--- config.mk ---
export PLATFORM = sky130hd
export DESIGN_NAME = mii_rx_cmd
export DESIGN_NICKNAME = d
export VERILOG_FILES = /design/src/rtl/mii_rx_cmd.sv
export SDC_FILE = /design/constraint.sdc
export NUM_CORES = 1
export LEC_CHECK = 0
export ABC_AREA = 1
export CORE_MARGIN = 1
export CORE_UTILIZATION = 40
export DETAILED_ROUTE_END_ITERATION = 12
export GPL_TIMING_DRIVEN = 0
export HOLD_SLACK_MARGIN = 0.06
export PLACE_DENSITY = 0.61
export REMOVE_ABC_BUFFERS = 1
export SLEW_MARGIN = 20
export SYNTH_ARGS = -nofsm -noshare
export SYNTH_HDL_FRONTEND = slang
export SYNTH_SLANG_ARGS = --single-unit
--- constraint.sdc ---
create_clock -name clk_25Mz -period 3.9 [get_ports clk_25Mz]
set_input_delay 0.78 -clock clk_25Mz [delete_from_list [all_inputs] [get_ports clk_25Mz]]
set_output_delay 0.78 -clock clk_25Mz [all_outputs]
set_load 0.01 [all_outputs]
--- src/rtl/mii_rx_cmd.sv ---
// mii_rx_cmd: MII 4-bit frame receiver that filters dest MAC/EtherType, checks FCS
// and returns the first 8 payload bytes of each good frame as a command word.
module mii_rx_cmd #(
   parameter logic [47:0] MAC_ADDR  = 48'h02_00_00_00_00_01,
   parameter logic [15:0] ETH_TYPE  = 16'h88B5,
   parameter int          MAX_BYTES = 1518
) (
   input  logic        clk_25Mz,
   input  logic        reset_N,
   input  logic [3:0]  DATA,
   input  logic        RX_DV,
   input  logic        RX_ER,
   output logic [63:0] cmd_word,
   output logic        cmd_valid,
   output logic        check_receive,
   output logic        check_CRC32,
   output logic [15:0] cnt_ok,
   output logic [15:0] cnt_err
);
   typedef enum logic [2:0] {IDLE, PREAMBLE, BODY, DROP, CHECK} state_t;
   state_t state, state_n;
   logic [31:0] crc, crc_n;
   logic        phase, fail, crc_ok, good;
   logic [3:0]  low_nib;
   logic [7:0]  rx_byte;
   logic [10:0] byte_cnt;
   logic [47:0] dest;
   logic [15:0] etype;
   logic [63:0] shadow;

   function automatic logic [31:0] crc_step(input logic [31:0] c, input logic [7:0] b);
      logic [31:0] r;
      r = c;
      for (int i = 0; i < 8; i++) r = (r >> 1) ^ ((r[0] ^ b[i]) ? 32'hEDB88320 : 32'h0);
      return r;
   endfunction

   assign rx_byte = {DATA, low_nib};
   assign crc_n   = crc_step(crc, rx_byte);
   assign crc_ok  = crc == 32'hDEBB20E3;
   assign good    = !fail && !phase && byte_cnt >= 11'd64 && byte_cnt <= 11'(MAX_BYTES) &&
                    (dest == MAC_ADDR || &dest) && etype == ETH_TYPE && crc_ok;

   always_comb begin
      state_n = state;
      case (state)
         IDLE:     state_n = !RX_DV ? IDLE : DATA == 4'h5 ? PREAMBLE : DROP;
         PREAMBLE: state_n = !RX_DV ? CHECK : RX_ER ? DROP : DATA == 4'h5 ? PREAMBLE :
                             DATA == 4'hD ? BODY : DROP;
         BODY:     state_n = !RX_DV ? CHECK : RX_ER ? DROP : BODY;
         DROP:     state_n = RX_DV ? DROP : CHECK;
         default:  state_n = IDLE;
      endcase
   end

   always_ff @(posedge clk_25Mz) begin
      if (!reset_N) begin
         state         <= IDLE;
         crc           <= 32'hFFFFFFFF;
         phase         <= 1'b0;
         fail          <= 1'b0;
         low_nib       <= 4'h0;
         byte_cnt      <= 11'd0;
         dest          <= 48'h0;
         etype         <= 16'h0;
         shadow        <= 64'h0;
         cmd_word      <= 64'h0;
         cmd_valid     <= 1'b0;
         check_receive <= 1'b0;
         check_CRC32   <= 1'b0;
         cnt_ok        <= 16'h0;
         cnt_err       <= 16'h0;
      end else begin
         state     <= state_n;
         cmd_valid <= 1'b0;
         // only a frame that leaves BODY cleanly can be judged on its contents
         if (state_n == CHECK) fail <= state != BODY;
         if (state == PREAMBLE && state_n == BODY) begin
            crc      <= 32'hFFFFFFFF;
            phase    <= 1'b0;
            byte_cnt <= 11'd0;
         end
         if (state == BODY && state_n == BODY) begin
            phase <= !phase;
            if (!phase) low_nib <= DATA;
            else begin
               crc      <= crc_n;
               byte_cnt <= &byte_cnt ? byte_cnt : byte_cnt + 11'd1;
               if (byte_cnt < 11'd6) dest <= {dest[39:0], rx_byte};
               if (byte_cnt == 11'd12 || byte_cnt == 11'd13) etype <= {etype[7:0], rx_byte};
               if (byte_cnt >= 11'd14 && byte_cnt <= 11'd21) shadow <= {shadow[55:0], rx_byte};
            end
         end
         if (state == CHECK) begin
            check_receive <= !check_receive;
            cmd_valid     <= good;
            check_CRC32   <= crc_ok;
            if (good) begin
               cmd_word <= shadow;
               cnt_ok   <= &cnt_ok ? cnt_ok : cnt_ok + 16'd1;
            end else cnt_err <= &cnt_err ? cnt_err : cnt_err + 16'd1;
         end
      end
   end
endmodule
==> results.md <==
* Actual transition at the worst max-transition pin at 1.02 ns
* Commonest register cell after synthesis: dfxtp_1
* Number of slew-limit violations in the final report at 0
* Register clock-pin slew on the reported worst setup and hold paths at ~0.06 ns
* Global route overflow at 0
* Placeable Area at 31600 um^2
* Multi-input combinational cell area at roughly 6400 um^2
* Share of the cycle needed by the critical path after routing at 0.914
* Number of nets at the end of the flow at 1871
* Leading post-synthesis cells by instance count: nor2_1, dfxtp_1, nand2_1, o21ai_0, inv_1
* Layer with the highest usage: met2
* Count of vias placed by the detailed router at 11441
* Most frequent cell after synthesis: nor2_1
* Area of the die at between 30000 and 40000 um^2
* Number of inserted diodes at 0
* Vert. Die Dim at 182 um
* Worst Path Class, Setup: input port to flop
* Count of buffer and inverter cells on the critical path at 3
* Stage delay of the slowest cell on the critical path at 0.74 ns
* Syn. warnings at 0
* Syn-to-layout area delta at 17.9%
* Via count of the first global-routing pass at between 10000 and 15000
* Drc violations at 0
* Largest driver fanout on the critical path at 65
* Inserted Clock Buffers at 31
* Smallest hold slack at about 0.45 ns
* Met2 layer usage reported by global route at 0.309
* Cell mode on critical path: nor2_1
* Worst EP required at 4.40 ns
* Fmax achieved at 280 MHz
* Global placement routability congestion at 0.875
* Kind of start point of the critical path: input port
* # fillers at 3227
* Maximum number of pins on one net before global-route repair at 148
* Largest cells by area after synthesis: dfxtp_1, nor2_1, nand2_1
* Post-synthesis cell count at ~1800
* Iteration-0 DRC Markers at 794
* Initial antenna violation count at 0
* Number of buffers inserted by hold repair at cts at 0
* Total number of placement rows at 65
* Sequential area share after synthesis at 0.433
* Clk Latency, worst-skew pair at 0.57 ns
* Post-route minimum period at 3.57 ns
* Cell area after technology mapping at 12900 um^2
* Final wirelength at around 31 mm
* Post-DP HPWL at 20.7 mm
* Hold/Removal Path Class: flop to flop
* Avg WL per Cell at 13.6 um
* Setup repair after global routing missed its margin: no
* Met1 usage at 0.256
* Instance area at placement at between 10000 and 15000 um^2
* Area of all placed cells without fillers at between 15000 and 20000 um^2
* Max clock buf depth at 3
* CP top delay family: simple AND/OR/NAND/NOR gates
* DRT antenna net count at 0
* Met3 Use GR at 0.0255
* First-pass GRT wire length at between 50 and 60 mm
* # setup viols final at 0
* Unique cell type count in the Yosys netlist at 44
* Syn Area/Cell at ~7.2 um^2
* Library cell occupying the most area in the post-synthesis netlist: dfxtp_1
* Ordered cell list for the critical path: clkdlybuf4s50_1 -> nand3_1 -> nor2_1 -> nand2_1 -> a22oi_2 -> nand3_4 -> nor2_4 -> buf_16 -> nand2_4 -> clkinv_8 -> nor2_1 -> nor2_1
* Gr usage total at 0.187
* Starting utilization of the core area at 0.407
* Clock root buffer master: clkbuf_16
* Width of the chip at 182 um
* Number of endpoints with negative hold slack in the final report at 0
* Power density normalized to cell area at 410 nW/um^2
* Fraction of registers with async set/reset at 0
* Clk sinks at about 280
* DR vias/cell at 5.01
* I/O Buffers at between 100 and 150
* Post-synthesis register bit count at around 280
* Kind of end point of the critical path: flop
* Maximum vdd drop at 0.343 mV
* Run status: completed
* Fraction of synthesized cell area taken by the top area cell type at 0.433
* Library cell contributing the largest single delay on the critical path: clkdlybuf4s50_1
* Number of primary I/O pins at 107
* Max Cap Viol at 0
* Number of flops mapped to enable cells by yosys at 0
* CTS tree: built
* Static power due to leakage at 5.71 nW
* Register cell area after layout at 5590 um^2
* Slew HR at 0.321
* Worst setup skew after layout at 0.0170 ns
* Iteration count of the initial detailed-routing pass at 6
* Fraction of final layout cells sized beyond drive strength 1 at 0.0563
* Signal arrival time at the worst endpoint at 4.07 ns
* H-tree level count at 1
## final timing paths
check,endpoint,start,cells past startpoint,slack (ns)
hold / removal,state[2]$_SDFF_PN0_,state[2]$_SDFF_PN0_,1,0.45
hold reg to reg,state[2]$_SDFF_PN0_,state[2]$_SDFF_PN0_,1,0.45
setup reg to reg,cnt_ok[7]$_SDFFE_PN0P_,crc[18]$_SDFF_PN1_,12,0.93
setup / recovery,shadow[5]$_SDFFE_PN0P_,DATA[2],12,0.33
## power breakdown
group          leakage, nW  switching [mW]  internal, mW
clock                0.526            1.21          1.79
sequential            2.25          0.0192          2.86
combinational         2.93           0.220         0.119
## cells by family after synthesis
| logic type | count (synthesis) | share of synthesized area |
|---|---|---|
| AND/OR/NAND/NOR | 928 | 0.299 |
| AO/OA/AOI/OAI | 300 | 0.125 |
| flip-flops | 279 | 0.433 |
| buffers and inverters | 192 | 0.0709 |
| XOR/XNOR | 95 | 0.0675 |
| adder cells (fa/ha/maj) | 5 | 0.00485 |
## metrics by stage
stage,std cells,setup WS (ns),power [mW],utilization,setup TNS [ns]
floorplan,1714,0.134,3.18,-,0
global placement,2222,-5.35,3.30,0.441,-854.24
detailed placement,2227,-0.818,3.28,0.446,-78.11
CTS,2284,0.0235,6.31,0.480,0
global route,2284,0.00395,6.48,0.480,0
finish,2284,0.334,6.23,0.480,0
## flip-flops by register name, summed over array words and instances (netlist names)
register	flops
low_nib	4
phase	1
crc	32
etype	16
cnt_err	16
cnt_ok	16
check_CRC32	1
dest	48
state	3
cmd_word	64
shadow	64
fail	1
cmd_valid	1
byte_cnt	11
check_receive	1
## what timing repair did
| action | 4_1_cts | 5_1_grt |
|---|---|---|
| endpoints found under the setup margin | 104 | 112 |
| buffers inserted | 0 | 0 |
| resized for setup | 3 | 3 |
| gates cloned | 0 | 0 |
## per-layer routing
layer,wire [um],part of all wire
met1,14900,0.48
met3,1270,0.041
met4,613,0.020
met2,14100,0.46
met5,0,0
## worst register-to-register path: stages, from the launching register on
cell,delay (ns)
dfxtp_1,0.29
inv_1,0.13
nand4_1,0.20
nor2_1,0.17
nand2_1,0.06
nor2_1,0.20
nand2_1,0.08
nor2_1,0.26
nand3_4,0.60
nor2_4,0.63
nand3_1,0.14
nand2_1,0.08
nor2_1,0.04
## cells in the final DEF (no fill, tap or decap), types with 5 or more instances in the layout
master | synthesis | final
nor2_1 | 502 | 501
dfxtp_1 | 279 | 279
nand2_1 | 253 | 253
o21ai_0 | 189 | 189
clkdlybuf4s50_1 | 0 | 105
inv_1 | 100 | 99
nand3_1 | 69 | 69
xor2_1 | 68 | 68
a21oi_1 | 58 | 58
nand4_1 | 32 | 32
nor3_1 | 32 | 32
clkbuf_16 | 0 | 31
o211ai_1 | 23 | 23
xnor2_1 | 22 | 22
o21ai_1 | 16 | 16
nand2_2 | 10 | 8
clkinv_2 | 0 | 8
nand3b_1 | 7 | 7
nor4_1 | 7 | 7
clkbuf_8 | 1 | 7
inv_2 | 7 | 6
ha_1 | 5 | 5
buf_16 | 0 | 5
## final cells by class
class,instances,share of cell area
Multi-Input combinational cell,1328,0.422
Clock inverter,18,0.0130
Clock buffer,39,0.0576
Inverter,107,0.0276
Timing Repair Buffer,111,0.0792
Tap cell,402,0.0331
Sequential cell,279,0.367
(Power assumes the default switching activity.)
